**src/rtl/audio_sample_player_pkg.sv**
```systemverilog
// audio_player_pkg: shared types and defaults for the audio sample player.
//   state_e    - fetch/play FSM states
//   *_DEF      - default parameter values for the top level
//   VOL_W      - width of the optional volume control (VOLUME_EN builds)
package audio_player_pkg;

  localparam int ADDR_W_DEF = 22;
  localparam int DATA_W_DEF = 8;
  localparam int CPS_DEF    = 6250;  // 50 MHz / 8 kHz
  localparam int VOL_W      = 2;

  typedef enum logic [1:0] {
    FETCH_WAIT = 2'd0,
    REQ        = 2'd1,
    READY      = 2'd2
  } state_e;

endpackage

```
**src/rtl/audio_sample_player_pwm_dac.sv**
```systemverilog
// pwm_dac: free-running PWM DAC.
//   clk      in   system clock
//   reset    in   asynchronous active-low reset
//   level    in   requested duty, DATA_W bits (0 = always low, max = (2^N-1)/2^N)
//   pwm_out  out  registered PWM output
// The level is latched only when the counter wraps, so a level change never
// produces a runt pulse in the middle of a PWM period.
module pwm_dac #(
  parameter int DATA_W = 8
) (
  input  logic              clk,
  input  logic              reset,
  input  logic [DATA_W-1:0] level,
  output logic              pwm_out
);

  logic [DATA_W-1:0] cnt_q, cnt_d;
  logic [DATA_W-1:0] lvl_q, lvl_d;
  logic              out_q, out_d;

  // Output is computed from the next counter/level pair so that the first
  // cycle of a new period already uses the freshly latched level.
  always_comb begin
    cnt_d = cnt_q + DATA_W'(1);
    lvl_d = (&cnt_q) ? level : lvl_q;
    out_d = (cnt_d < lvl_d);
  end

  always_ff @(posedge clk or negedge reset) begin
    if (!reset) begin
      cnt_q <= '0;
      lvl_q <= '0;
      out_q <= 1'b0;
    end else begin
      cnt_q <= cnt_d;
      lvl_q <= lvl_d;
      out_q <= out_d;
    end
  end

  assign pwm_out = out_q;

endmodule

```
**src/rtl/audio_sample_player.sv**
```systemverilog
// audio_sample_player: fetches the sample at endereco from sample memory,
// plays it through a PWM DAC at a fixed sample rate and pulses count so the
// address generator advances. Owns the sample-rate timebase.
//   clk, reset         clock, asynchronous active-low reset
//   play               1 = run the sample timer, 0 = pause (output held)
//   endereco           current sample address from the address generator
//   count              1-cycle pulse: sample consumed, advance address
//   mem_req/mem_addr   read request (held until mem_ack) and its address
//   mem_ack/mem_data   1-cycle read completion and data
//   audio_pwm          PWM audio output
//   underrun           sticky: a sample tick found no sample buffered
//   vol (VOLUME_EN)    attenuation shift, 0 = full scale, 3 = 1/8
// Optional feature: define VOLUME_EN to add the vol input.
module audio_sample_player
  import audio_player_pkg::*;
#(
  parameter int ADDR_W          = ADDR_W_DEF,
  parameter int DATA_W          = DATA_W_DEF,
  parameter int CLKS_PER_SAMPLE = CPS_DEF
) (
  input  logic              clk,
  input  logic              reset,
  input  logic              play,
  input  logic [ADDR_W-1:0] endereco,
  output logic              count,
  output logic              mem_req,
  output logic [ADDR_W-1:0] mem_addr,
  input  logic              mem_ack,
  input  logic [DATA_W-1:0] mem_data,
`ifdef VOLUME_EN
  input  logic [VOL_W-1:0]  vol,
`endif
  output logic              audio_pwm,
  output logic              underrun
);

  localparam int TW = (CLKS_PER_SAMPLE > 1) ? $clog2(CLKS_PER_SAMPLE) : 1;
  localparam logic [TW-1:0] T_MAX = TW'(CLKS_PER_SAMPLE - 1);

  // ---------------------------------------------------------------- timer
  logic [TW-1:0] timer_q;
  logic          tick;

  assign tick = play && (timer_q == T_MAX);

  always_ff @(posedge clk or negedge reset) begin
    if (!reset)    timer_q <= '0;
    else if (play) timer_q <= (timer_q == T_MAX) ? '0 : timer_q + TW'(1);
  end

  // ------------------------------------------------------------------ FSM
  state_e state_q, state_d;
  logic   load_addr, capture, play_now;
  logic [ADDR_W-1:0] mem_addr_q;

  always_ff @(posedge clk or negedge reset) begin
    if (!reset) state_q <= FETCH_WAIT;
    else        state_q <= state_d;
  end

  // A tick in READY takes priority over a seek: the buffered sample is
  // played, and the refetch after it picks up the new address anyway.
  always_comb begin
    state_d = state_q;
    case (state_q)
      FETCH_WAIT: state_d = REQ;
      REQ:        if (mem_ack) state_d = READY;
      READY:      if (tick || (endereco != mem_addr_q)) state_d = FETCH_WAIT;
      default:    state_d = FETCH_WAIT;
    endcase
  end

  // A tick coinciding with mem_ack is still in REQ, so it is an underrun.
  always_comb begin
    mem_req   = (state_q == REQ);
    load_addr = (state_q == FETCH_WAIT);
    capture   = (state_q == REQ) && mem_ack;
    play_now  = (state_q == READY) && tick;
  end

  // ------------------------------------------------------------- datapath
  logic [DATA_W-1:0] buf_q, sample_q;
  logic              count_q, underrun_q;

  always_ff @(posedge clk or negedge reset) begin
    if (!reset) begin
      mem_addr_q <= '0;
      buf_q      <= '0;
      sample_q   <= '0;
      count_q    <= 1'b0;
      underrun_q <= 1'b0;
    end else begin
      if (load_addr) mem_addr_q <= endereco;
      if (capture)   buf_q      <= mem_data;
      if (play_now)  sample_q   <= buf_q;
      count_q    <= play_now;
      underrun_q <= underrun_q | (tick && (state_q != READY));
    end
  end

  assign mem_addr = mem_addr_q;
  assign count    = count_q;
  assign underrun = underrun_q;

  // ------------------------------------------------------------- PWM DAC
  logic [DATA_W-1:0] level;

`ifdef VOLUME_EN
  assign level = sample_q >> vol;
`else
  assign level = sample_q;
`endif

  pwm_dac #(.DATA_W(DATA_W)) u_pwm (
    .clk     (clk),
    .reset   (reset),
    .level   (level),
    .pwm_out (audio_pwm)
  );

endmodule

```
**config.mk**
```make
export PLATFORM = sky130hd
export DESIGN_NAME = audio_sample_player
export DESIGN_NICKNAME = d
export VERILOG_FILES = /design/src/rtl/audio_sample_player_pkg.sv /design/src/rtl/audio_sample_player_pwm_dac.sv /design/src/rtl/audio_sample_player.sv
export SDC_FILE = /design/constraint.sdc
export NUM_CORES = 1
export LEC_CHECK = 0
export BUFFER_PORTS_ARGS = -buffer_cell sky130_fd_sc_hd__buf_2
export CELL_PAD_IN_SITES_DETAIL_PLACEMENT = 1
export CELL_PAD_IN_SITES_GLOBAL_PLACEMENT = 1
export CORE_ASPECT_RATIO = 1.2
export CORE_UTILIZATION = 40
export CTS_CLUSTER_DIAMETER = 150
export DETAILED_ROUTE_END_ITERATION = 12
export GPL_TIMING_DRIVEN = 0
export PLACE_DENSITY_LB_ADDON = 0.1
export SYNTH_ARGS = -nofsm -noshare
export SYNTH_HDL_FRONTEND = slang
export SYNTH_SLANG_ARGS = --single-unit
```
**constraint.sdc**
```tcl
create_clock -name clk -period 2.1 [get_ports clk]
set_clock_uncertainty 0.1 [all_clocks]
set_input_delay 0.105 -clock clk [delete_from_list [all_inputs] [get_ports clk]]
set_output_delay 0.105 -clock clk [all_outputs]
set_load 0.01 [all_outputs]
```
==> summary by stage <==
Drt
The detailed-route via count is around 2400. Using the TritonRoute via totals, the vias-per-cell ratio works out to just over 5. The first detailed-routing pass took 4 iterations. The violation count after the first detailed-routing iteration is just over 80. The number of DRC violations after detailed routing is 0. In this run the remaining antenna-violating nets after routing total 0. The routed wire length is 6.97 mm. Dividing the detail-routed wire length by the instance count gives around 15 microns.

GRT
Global routing finished with a remaining overflow of 0. The first global-routing pass estimated approximately 12 mm of wire. The pin count of the biggest net entering global routing is between 40 and 50. In the global route stage, overall resource usage came out at about 18%. The number of antenna violations at the first check in global routing was 0. The number of global-route vias before repair is roughly 2600.

Layout
The post-layout utilization of the core is 55.9%. In the final design database the tool counted between 400 and 500 nets. The antenna diode count is 0. Compared with the post-synthesis result, the final layout area differs by 35.8%. Of the cells placed in the final design, the portion with a size suffix greater than 1 is between 40% and 50%. The finished cells cover between 4000 and 5000 sq um.

Die
The die covers 8660 sq um. The number of rows created at floorplan is 36. The die span in x is 85.1 microns. The initial utilization of the core area, before any placement, comes to 41.1%. The die span in y is ~100 microns. 60 I/O pins were placed. After floorplanning, the core was sized to cover 8060 sq um.

Worst setup path
The signal on the critical path passes through and4_4 > and4_4 > buf_8 > mux2_4 > inv_2 > ha_4 > a21o_1 > a21oi_2 > o22ai_2 > a211oi_2. For this design, the slowest cell found on the critical path is sky130_fd_sc_hd__dfrtp_1. The cell family contributing the most delay on the critical path is compound AO/OA/AOI/OAI gates.

The critical path is of the reg2reg type. Among the stages of the critical path, the cell type that occurs most often is sky130_fd_sc_hd__and4_4. The data arrival at the endpoint of the critical path is between 2 and 2.5 ns. Data on the critical path is required at its endpoint by between 2 and 2.5 ns. The largest fanout on the critical path is 5. The endpoint class of the critical path is a flop. STA classifies the critical path startpoint as a flop.

The number of buffers and inverters on the critical path is 2. The largest stage delay on the critical path is around 0.36 ns.

Placed design
The routability congestion estimate is approximately 0.76. The count of buffers from port buffering is between 50 and 60. After detailed placement, the total cell area comes to between 3000 and 4000 sq um. Detailed placement finished with a half-perimeter wire length of ~4.7 mm.

Timing
The worst max-slew margin expressed relative to the limit is 69.0%. Setup repair after global routing could not meet its margin everywhere. Across all setup checks in the final design, the least slack found is -0.109 ns. For the pin with the worst max-slew slack, the measured transition is 0.463 ns. The upper clock frequency limit is roughly 0.45 GHz. Subtracting the final worst setup slack from the clock period gives approximately 2.2 ns.

The final count of pins violating max slew is 0. The share of the clock period used by the worst path is 105%. The hold violation total from the final report is 0. Setup violations remaining at the end of the flow were counted as 1.

CTS
The clock root buffer master is sky130_fd_sc_hd__clkbuf_8. For the worst-skew pair, the clock arrives at the later sink with an insertion delay of about 0.34 ns. The count of H-tree levels built during CTS is 3. The clock tree from TritonCTS is built. The number of buffers between clock root and the deepest sink is 2.

CTS saw just over 70 sinks. The clock slew seen by the registers of the worst setup and hold paths is 0.08 ns. The number of clock buffers added by TritonCTS is 9.

Synth
In the synthesized netlist the async set-or-reset flop fraction comes to between 90% and 100%. The most frequent cell after synthesis is sky130_fd_sc_hd__dfrtp_1. The post-synthesis cell type with the largest combined area is sky130_fd_sc_hd__dfrtp_1. Counting distinct cell types in the post-synthesis netlist gives 34. The most used flip-flop cell after synthesis is sky130_fd_sc_hd__dfrtp_1. After synthesis, the most frequently instantiated cells are 72 x sky130_fd_sc_hd__dfrtp_1, 42 x sky130_fd_sc_hd__mux2_2, 26 x sky130_fd_sc_hd__xor2_1. Counting flops with a built-in enable in the synthesized netlist gives 0. The average cell area after synthesis is 13.0 sq um. The count of state elements after synthesis is 72. In the post-synthesis netlist, the biggest area contributors are sky130_fd_sc_hd__dfrtp_1 54%, sky130_fd_sc_hd__mux2_2 14%, sky130_fd_sc_hd__xor2_1 6.9%. The post-synthesis instance area is between 3000 and 4000 sq um. Synthesis handed over a netlist of 256 instances. Summing the sequential cell areas from Yosys gives between 50% and 60% of the chip area. For this run, the number of Yosys warnings is 0. The top cell type by area accounts for a little over half of the synthesized area. The synthesized netlist net count is 300.

Power and ir drop
The total design power is a little over 4 mW. The maximum VDD drop is approximately 0.61 mV. The total leakage power is about 2.1 nW. In this run the power density over the cells is 921 nW/um^2.

Run status
The final reports fail on setup timing. The flow ran to the end, but the final reports show violations.

Flow run
The number of violations of the max-capacitance limit is 0.

Worst hold path
The tightest min-delay check is of the in2async type.
==> state kept, by name (all words and copies together), names as in the netlist <==
signal         cells
mem_addr          22
u_pwm.cnt_q        8
u_pwm.lvl_q        8
level              8
state_q            2
buf_q              8
u_pwm.pwm_out      1
count              1
timer_q           13
underrun           1
==> metrics by stage <==
step	setup TNS, ns	setup WS, ns	hold slack, ns	cells
2_1_floorplan	-0.115	-0.115	-0.291	256
3_3_place_gp	-0.370	-0.370	0.195	410
3_5_place_dp	-0.375	-0.375	-0.0347	411
4_1_cts	-0.124	-0.124	0.142	470
5_1_grt	-0.204	-0.204	0.173	471
6_report	-0.109	-0.109	0.141	471
==> kinds of logic (layout without fill, tap and decap cells) <==
| kind of cell | count (synthesis) | after routing | synth area share (%) |
|---|---|---|---|
| compound gates | 14 | 14 | 2.75 |
| xor+xnor | 37 | 37 | 9.77 |
| fa+ha+maj | 10 | 10 | 3.77 |
| buf+inv | 16 | 136 | 2.11 |
| flops | 72 | 72 | 54.3 |
| mux | 48 | 48 | 16.2 |
| simple gates | 59 | 59 | 11.1 |
==> area by class of cell <==
type | instances | area, sq um
Inverter | 13 | 48.8
Multi-Input combinational cell | 168 | 1510
Sequential cell | 72 | 1800
Timing Repair Buffer | 105 | 746
Tap cell | 95 | 119
Buffer | 3 | 25.0
Fill cell | 841 | 3560
Clock inverter | 6 | 133
Clock buffer | 9 | 124
==> final timing paths <==
kind / cells past startpoint / start / slack (ns) / end
worst min-delay path: 2 / reset / 0.14 / timer_q[5]
worst min register to register: 1 / underrun / 0.36 / underrun
worst max register to register: 10 / u_pwm.cnt_q[5] / -0.11 / u_pwm.pwm_out
max in group asynchronous: 3 / reset / 1.19 / u_pwm.cnt_q[0]
min in group clk: 1 / underrun / 0.36 / underrun
worst max-delay path: 10 / u_pwm.cnt_q[5] / -0.11 / u_pwm.pwm_out
==> per-layer routing <==
metal,vias to the layer above,global-route usage (%),share of wire (%)
met5,-,0,0
met4,0,6.26,0.93
met3,5,5.38,5.0
met2,44,31.9,52
met1,1203,20.1,42
li1,1127,-,-
==> power breakdown <==
group | switching [mW] | total, mW | internal, mW
clock | 0.521 | 1.42 | 0.901
sequential | 0.217 | 1.85 | 1.64
combinational | 0.392 | 0.875 | 0.483
total | 1.13 | 4.15 | 3.02
==> cells in the final DEF (no fill, tap or decap), drive strengths merged, types with 2 or more instances in the layout <==
master and instances:
nor2 11, buf 75, inv 13, o21ai 3
and3 3, nand4 7, a21o 3, dfrtp 72
o22ai 2, dlygate4sd3 33, nand2 8, mux2i 5
a21oi 4, and4 4, bufinv 4, clkbuf 9
nor4 8, xor2 26, mux2 43, ha 10
nand2b 3, nor3 3, nand3 8, xnor2 11
==> repair_timing <==
action	4_1_cts	5_1_grt
resized for setup	11	1
hold buffers	33	0
endpoints found under the setup margin	1	1
endpoints found under the hold margin	105	0
pin swaps	8	1
setup buffers	11	1
(Power assumes the default switching activity.)
